$ cat src/rtl/regfile_bus_sequencer.sv
// regfile_bus_sequencer: walks the register-file bus through one ALU operation
// (LATCHSEL, READA, READB, SLAVE, then optional LATCHC/READF) per accepted request.
`default_nettype none

module regfile_bus_sequencer #(
  parameter int DATA_WIDTH  = 16,
  parameter int INDEX_WIDTH = 3,
  parameter int ALU_WAIT    = 1
) (
  input  logic                   i_Clk,
  input  logic                   i_Reset_n,
  input  logic                   i_ReqValid,
  output logic                   o_ReqReady,
  input  logic [INDEX_WIDTH-1:0] i_SelA,
  input  logic [INDEX_WIDTH-1:0] i_SelB,
  input  logic [INDEX_WIDTH-1:0] i_SelC,
  input  logic [1:0]             i_WSel,
  output logic [3:0]             o_Command,
  output logic [DATA_WIDTH-1:0]  o_BusData,
  input  logic [DATA_WIDTH-1:0]  i_BusData,
  output logic [1:0]             o_AluWSel,
  output logic [DATA_WIDTH-1:0]  o_Flags,
  output logic                   o_Done,
  output logic                   o_Err
);

  localparam logic [3:0] c_COM_NOP      = 4'd0;
  localparam logic [3:0] c_COM_READA    = 4'd1;
  localparam logic [3:0] c_COM_READB    = 4'd2;
  localparam logic [3:0] c_COM_LATCHC   = 4'd3;
  localparam logic [3:0] c_COM_LATCHSEL = 4'd4;
  localparam logic [3:0] c_COM_READF    = 4'd5;
  localparam logic [3:0] c_COM_SLAVE    = 4'd6;

  localparam logic [1:0] c_WSEL_NONE = 2'd0;
  localparam logic [1:0] c_WSEL_REGC = 2'd1;
  localparam logic [1:0] c_WSEL_REGF = 2'd2;
  localparam logic [1:0] c_WSEL_RFU  = 2'd3;

  localparam logic [INDEX_WIDTH-1:0] c_R_ZERO = '0;
  localparam logic [3:0] c_WAIT_LOAD = 4'(ALU_WAIT - 1);

  localparam logic [2:0] c_ST_IDLE     = 3'd0;
  localparam logic [2:0] c_ST_LATCHSEL = 3'd1;
  localparam logic [2:0] c_ST_READA    = 3'd2;
  localparam logic [2:0] c_ST_READB    = 3'd3;
  localparam logic [2:0] c_ST_EXEC     = 3'd4;
  localparam logic [2:0] c_ST_LATCHC   = 3'd5;
  localparam logic [2:0] c_ST_READF    = 3'd6;
  localparam logic [2:0] c_ST_DONE     = 3'd7;

  logic [2:0]             r_State, w_NextState;
  logic [3:0]             r_Cnt, w_NextCnt;
  logic [INDEX_WIDTH-1:0] r_SelC;
  logic [1:0]             r_WSel;
  logic                   r_ReqReady, r_Done, r_Err;
  logic [3:0]             r_Command;
  logic [DATA_WIDTH-1:0]  r_BusData, r_Flags;
  logic [1:0]             r_AluWSel;

  logic                   w_Accept;
  logic                   w_ReqReady, w_Done, w_Err;
  logic [3:0]             w_Command;
  logic [DATA_WIDTH-1:0]  w_BusData;
  logic [1:0]             w_AluWSel;

  assign w_Accept = i_ReqValid && r_ReqReady;

  // Outputs are computed from the next state so they register in step with it.
  always_ff @(posedge i_Clk) begin
    if (!i_Reset_n) begin
      r_State    <= c_ST_IDLE;
      r_Cnt      <= '0;
      r_SelC     <= '0;
      r_WSel     <= c_WSEL_NONE;
      r_ReqReady <= 1'b1;
      r_Command  <= c_COM_NOP;
      r_BusData  <= '0;
      r_AluWSel  <= c_WSEL_NONE;
      r_Flags    <= '0;
      r_Done     <= 1'b0;
      r_Err      <= 1'b0;
    end else begin
      r_State    <= w_NextState;
      r_Cnt      <= w_NextCnt;
      r_ReqReady <= w_ReqReady;
      r_Command  <= w_Command;
      r_BusData  <= w_BusData;
      r_AluWSel  <= w_AluWSel;
      r_Done     <= w_Done;
      r_Err      <= w_Err;
      if (w_Accept) begin
        r_SelC <= i_SelC;
        r_WSel <= i_WSel;
      end
      if (r_State == c_ST_READF) begin
        r_Flags <= i_BusData;
      end
    end
  end

  always_comb begin
    w_NextState = r_State;
    w_NextCnt   = r_Cnt;
    case (r_State)
      c_ST_IDLE:     if (w_Accept) w_NextState = c_ST_LATCHSEL;
      c_ST_LATCHSEL: w_NextState = c_ST_READA;
      c_ST_READA:    w_NextState = c_ST_READB;
      c_ST_READB: begin
        w_NextState = c_ST_EXEC;
        w_NextCnt   = c_WAIT_LOAD;
      end
      c_ST_EXEC: begin
        if (r_Cnt != 4'd0) begin
          w_NextCnt = r_Cnt - 4'd1;
        end else if (r_WSel == c_WSEL_REGC && r_SelC != c_R_ZERO) begin
          w_NextState = c_ST_LATCHC;
        end else if (r_WSel == c_WSEL_REGF) begin
          w_NextState = c_ST_READF;
        end else begin
          w_NextState = c_ST_DONE;
        end
      end
      c_ST_LATCHC:   w_NextState = c_ST_DONE;
      c_ST_READF:    w_NextState = c_ST_DONE;
      c_ST_DONE:     w_NextState = c_ST_IDLE;
      default:       w_NextState = c_ST_IDLE;
    endcase
  end

  // LATCHSEL is only reachable from an accept, so the select packing comes straight from the inputs.
  always_comb begin
    w_ReqReady = 1'b0;
    w_Command  = c_COM_NOP;
    w_BusData  = '0;
    w_AluWSel  = c_WSEL_NONE;
    w_Done     = 1'b0;
    w_Err      = 1'b0;
    case (w_NextState)
      c_ST_IDLE:     w_ReqReady = 1'b1;
      c_ST_LATCHSEL: begin
        w_Command = c_COM_LATCHSEL;
        w_BusData = DATA_WIDTH'({i_SelC, i_SelB, i_SelA});
      end
      c_ST_READA:    w_Command = c_COM_READA;
      c_ST_READB:    w_Command = c_COM_READB;
      c_ST_EXEC: begin
        w_Command = c_COM_SLAVE;
        w_AluWSel = r_WSel;
      end
      c_ST_LATCHC:   w_Command = c_COM_LATCHC;
      c_ST_READF:    w_Command = c_COM_READF;
      c_ST_DONE: begin
        w_Done = 1'b1;
        w_Err  = (r_WSel == c_WSEL_RFU);
      end
      default:       w_ReqReady = 1'b0;
    endcase
  end

  assign o_ReqReady = r_ReqReady;
  assign o_Command  = r_Command;
  assign o_BusData  = r_BusData;
  assign o_AluWSel  = r_AluWSel;
  assign o_Flags    = r_Flags;
  assign o_Done     = r_Done;
  assign o_Err      = r_Err;

endmodule

`default_nettype wire

$ cat config.mk
export PLATFORM = sky130hd
export DESIGN_NAME = regfile_bus_sequencer
export DESIGN_NICKNAME = d
export VERILOG_FILES = /design/src/rtl/regfile_bus_sequencer.sv
export SDC_FILE = /design/constraint.sdc
export NUM_CORES = 1
export LEC_CHECK = 0
export ABC_CLOCK_PERIOD_IN_PS = 2500
export CAP_MARGIN = 20
export CORE_MARGIN = 2
export CORE_UTILIZATION = 46
export DETAILED_ROUTE_END_ITERATION = 8
export PLACE_DENSITY = 0.85
export SETUP_SLACK_MARGIN = 0.4
export SYNTH_ARGS = -nofsm -noshare
export SYNTH_HDL_FRONTEND = slang
export SYNTH_SLANG_ARGS = --single-unit
$ cat constraint.sdc
create_clock -name i_Clk -period 2.5 [get_ports i_Clk]
set_clock_uncertainty 0.05 [all_clocks]
set_input_delay 0.25 -clock i_Clk [delete_from_list [all_inputs] [get_ports i_Clk]]
set_output_delay 0.25 -clock i_Clk [all_outputs]
set_load 0.05 [all_outputs]
After elaboration in Yosys (flattened, before gate mapping):

Cells that the tools add are included.

* add/subtract/negate cells: 1
* equal/unequal tests: 18
* mux-type cells: 10
* reduce and logical (&&, ||, !) cells: 12

Operator list (number)
* $eq 3x3->1 const B: 8
* $pmux 3 s7: 1
* $pmux 3 s6: 1
* $eq 3x2->1 const B: 4
* $pmux 4 s2: 1
* $reduce_and 2->1: 4
* $eq 3x1->1 const B: 2
* $logic_not 3->1: 2
* $mux 3: 2
* $eq 2x2->1 const B: 2
* $mux 4: 1
* $reduce_bool 4->1: 1
* $sub 4x1->4 const B: 1
* $mux 1: 3
* $reduce_bool 3->1: 1
* $eq 2x1->1 const B: 1
* $logic_and 1x1->1: 2
* $mux 2: 1
* $ne 2x2->1 const B: 1
* $reduce_bool 2->1: 1
* $reduce_or 2->1: 1

* bits in registers: 53
* bits of input ports: 30
* output and inout bits: 41
* logic and storage cells: 53

Logic depth before layout (Yosys ltp):

* depth in word-level cells: 7
* gate-level depth with buffers: 7
* mapped depth without buffers: 6

Worst setup path before layout:

No wires, ideal clock.

* path kind: reg-to-reg
* from: reg r_Cnt[0]
* to: reg r_AluWSel[0] (netlist: o_AluWSel[0])
* library setup time: 0.115 ns
* arrival: 1.422 ns
* required time: 2.335 ns
* path slack: 0.913 ns
* stages on the path, launching flop included: 8
* path buffers: 1
* period minus slack after synthesis: 1.587 ns
* cells stage by stage: dfxtp_1 > inv_1 > ha_1 > or3b_1 > buf_6 > nor2_1 > o22ai_1 > and3_1

* word-level cells in the longest chain between the ends: 5

RTL lines
* start, declared: line 53 `logic [3:0] r_Cnt, w_NextCnt;`
* start signal, assigned: line 85 `r_Cnt <= w_NextCnt;`
* $reduce_bool 4->1: line 114 `if (r_Cnt != 4'd0) begin`
* $mux 3: line 114
* $pmux 3 s7: line 105 `case (r_State)`
* $eq 3x3->1: line 139 `case (w_NextState)`
* $reduce_and 2->1 (no source line)
* end signal, assigned: line 79 `r_AluWSel <= c_WSEL_NONE;`
* end signal, assigned: line 89 `r_AluWSel <= w_AluWSel;`
* end, declared: line 59 `logic [1:0] r_AluWSel;`

No other way between the ends.
A chain may end at the register's enable or synchronous reset.

Final worst setup path:

* from: reg r_Flags[11] (netlist: o_Flags[11])
* to: out o_Flags[11]

RTL lines
* start, declared: line 58 `logic [DATA_WIDTH-1:0] r_BusData, r_Flags;`
* start signal, assigned: line 97 `r_Flags <= i_BusData;`
* end, declared: line 22 `output logic [DATA_WIDTH-1:0] o_Flags,`

No word-level cell between the ends.

==> impl_metrics.py <==
metrics = {
    "clock_tree": {
        "root_buffer": "clkbuf_8",
        "numCtsBuffers": 5,
        "cts_tree": "built",
        "post_cts_buffers": 0,
        "cts_resized": 0,
        "ctsHtreeMaxLevel": 2,
        "path_clk_slew_ps": 90,
        "clock_sinks": 45,
        "worstSkewPairLatency_ps": 290,
        "ctsHoldBuffers": 0,
        "cts_buffer_depth": 2,
    },
    "logic_synthesis": {
        "async_flop_share_pct": 0,
        "synth-compound-area-share_pct": 13.1,
        "synth-seq-cells": 45,
        "avgSynthCellArea_um2": 8.72,
        "synthFlopType": "dfxtp_1",
        "ys_types": 39,
        "yosys_warnings": 0,
        "synth-edff-count": 0,
        "yosys.area_share.simple_pct": 26.0,
        "synthesis.instances": 202,
        "synth_mux_area_share_pct": 0,
        "synth_top_family_by_area": "simple AND/OR/NAND/NOR gates",
        "synth_xor_area_share_pct": 1.49,
        "synthAdderAreaFrac_pct": 0.711,
        "ys_seq_area_share_pct": 51.2,
        "syn_area_um2": 1760,
    },
    "sta": {
        "timing.max_slew.rel_slack_pct": 63.8,
        "setup_viol": 0,
        "rsz0062_at_grt": "no",
        "slew_violations": 0,
        "tightest_slew_ps": 543,
        "max_freq_mhz": 565,
        "setup_tns_ps": 0,
        "hold_violations": 0,
        "period_minus_slack_ps": 1770,
        "fin_crit_sh_pct": 70.8,
    },
    "route": {
        "drt_wl_total_um": 3660,
        "dr.first_iter.drc_count": 74,
        "vias_per_cell": 4.88,
        "first_pass_iters": 4,
        "ant_nets": 0,
        "drcViolationCount": 0,
        "wl_per_cell_um": 11.8,
        "routed-via-count": 1517,
    },
    "critical_path": {
        "crit_family": "buffers and inverters",
        "crit_path_max_fanout": 2,
        "critical_path_class": "reg -> out",
        "cp-end-kind": "output pin",
        "arrival_ps": 1470,
        "slowest_delay_ps": 820,
        "critPathLaunchType": "flop",
        "slowest_stage": "clkdlybuf4s50_1",
        "cp_num_buf_inv": 1,
        "crit_required_ps": 2200,
        "crit_chain": "clkdlybuf4s50_1",
    },
    "job": {
        "cap_violations": 0,
    },
    "finish": {
        "fin_cells": 311,
        "final_nets": 293,
        "antenna_cells": 0,
        "syn2layout_area_growth_pct": 39.7,
        "multi_input_area_um2": 758,
        "layout-drive-gt1-share_pct": 5.32,
        "postLayoutCellArea_um2": 2460,
        "nFillCells": 313,
        "final_cell_mix": "clkdlybuf4s50_1, nand2_1, dfxtp_1",
        "regArea_um2": 901,
        "final_common_cell": "clkdlybuf4s50_1",
    },
    "global_routing": {
        "grt-ovfl-total": 0,
        "busiest_layer": "met2",
        "grt_max_degree": 26,
        "antenna_found_initial": 0,
        "grt_use_met3_pct": 5.62,
        "use_met2_pct": 30.8,
        "grt_use_total_pct": 18.7,
        "gr-usage-met1_pct": 22.9,
        "grt_pass1_wl_um": 6350,
        "grt_pass1_vias": 1419,
    },
    "placement": {
        "portBuffers": 62,
        "dpl_cell_area_um2": 2370,
        "dp_cells": 303,
        "routabilityCongestion": 0.822,
        "post-dp-hpwl_um": 2620,
    },
    "floorplanning": {
        "die_w_um": 65.9,
        "io_pins": 71,
        "die_h_um": 65.9,
        "rows": 22,
        "die_area_um2": 4340,
        "coreArea_um2": 3660,
        "start_util_pct": 48.1,
    },
    "pwr": {
        "leakage_nw": 0.892,
        "ir_drop_mv": 0.329,
        "p_per_area_nw_per_um2": 624,
    },
    "hold_path": {
        "min_path_type": "reg -> reg",
    },
    "status": {
        "status": "completed",
    },
}
[worst min-delay path: stages, from the launching register on]
cell	delay, ps
dfxtp_1	320
nand2_1	50
a21oi_1	50
[worst paths after layout]
path / from / to / slack, ps / depth (start not counted)
min: o_Flags[7] / o_Flags[7] / 410 / 2
max reg2reg: r_Cnt[0] / o_AluWSel[0] / 730 / 6
min reg2reg: o_Flags[7] / o_Flags[7] / 410 / 2
max: o_Flags[11] / o_Flags[11] / 730 / 1
[power by group]
part	leakage, nW	total, mW	switching (mW)	internal [mW]
logic	0.482	0.290	0.172	0.118
clock network	0.0452	0.458	0.254	0.204
registers	0.365	0.786	0.0364	0.750
[cells in the mapped netlist (all sizes together), types with 3 or more instances]
cell     n  area (µm²)
nand3    4        20.0
xor2     3        26.3
nor2b    5        31.3
nand2   47         176
and2    11        68.8
nor2    10        37.5
nor3     3        15.0
buf     14         101
o21ai    4        20.0
clkbuf   4        15.0
a21oi   24         120
dfxtp   45         901
nor3b    4        35.0
[kinds of logic (layout without fill, tap and decap cells)]
kind of cell,Yosys count,after routing
xor+xnor,3,3
fa+ha+maj,1,1
buf+inv,21,75
flops,45,45
compound gates,39,39
other cells,1,8
simple gates,92,92
[layout make-up]
class / count / area share (%)
inverters: 3 / 0.458
clock buffers: 5 / 2.80
multi-input cells: 143 / 30.8
well taps: 48 / 2.44
repair buffers: 64 / 25.8
clock inverters: 3 / 1.02
flip-flops and latches: 45 / 36.6
[state kept, by name (all words and copies together) (netlist names)]
name and flops:
r_State 3, r_SelC 3, o_BusData 9, o_AluWSel 2, o_ReqReady 1, r_Cnt 4
o_Command 3, o_Err 1, o_Flags 16, r_WSel 2, o_Done 1
[through the flow]
stage	util [%]	hold slack (ps)	setup slack, ps	power [mW]
floorplan	-	322	913	1.00
global placement	64.6	391	686	1.09
detailed placement	64.6	397	653	1.09
CTS	67.2	410	726	1.54
global route	67.2	443	602	1.60
finish	67.2	407	731	1.53
[layer usage]
| metal | part of all wire [%] | up-vias |
|---|---|---|
| li1 | - | 769 |
| met4 | 1.7 | 0 |
| met5 | 0 | - |
| met1 | 44 | 679 |
| met2 | 47 | 62 |
| met3 | 7.2 | 7 |
(Power assumes the default switching activity.)
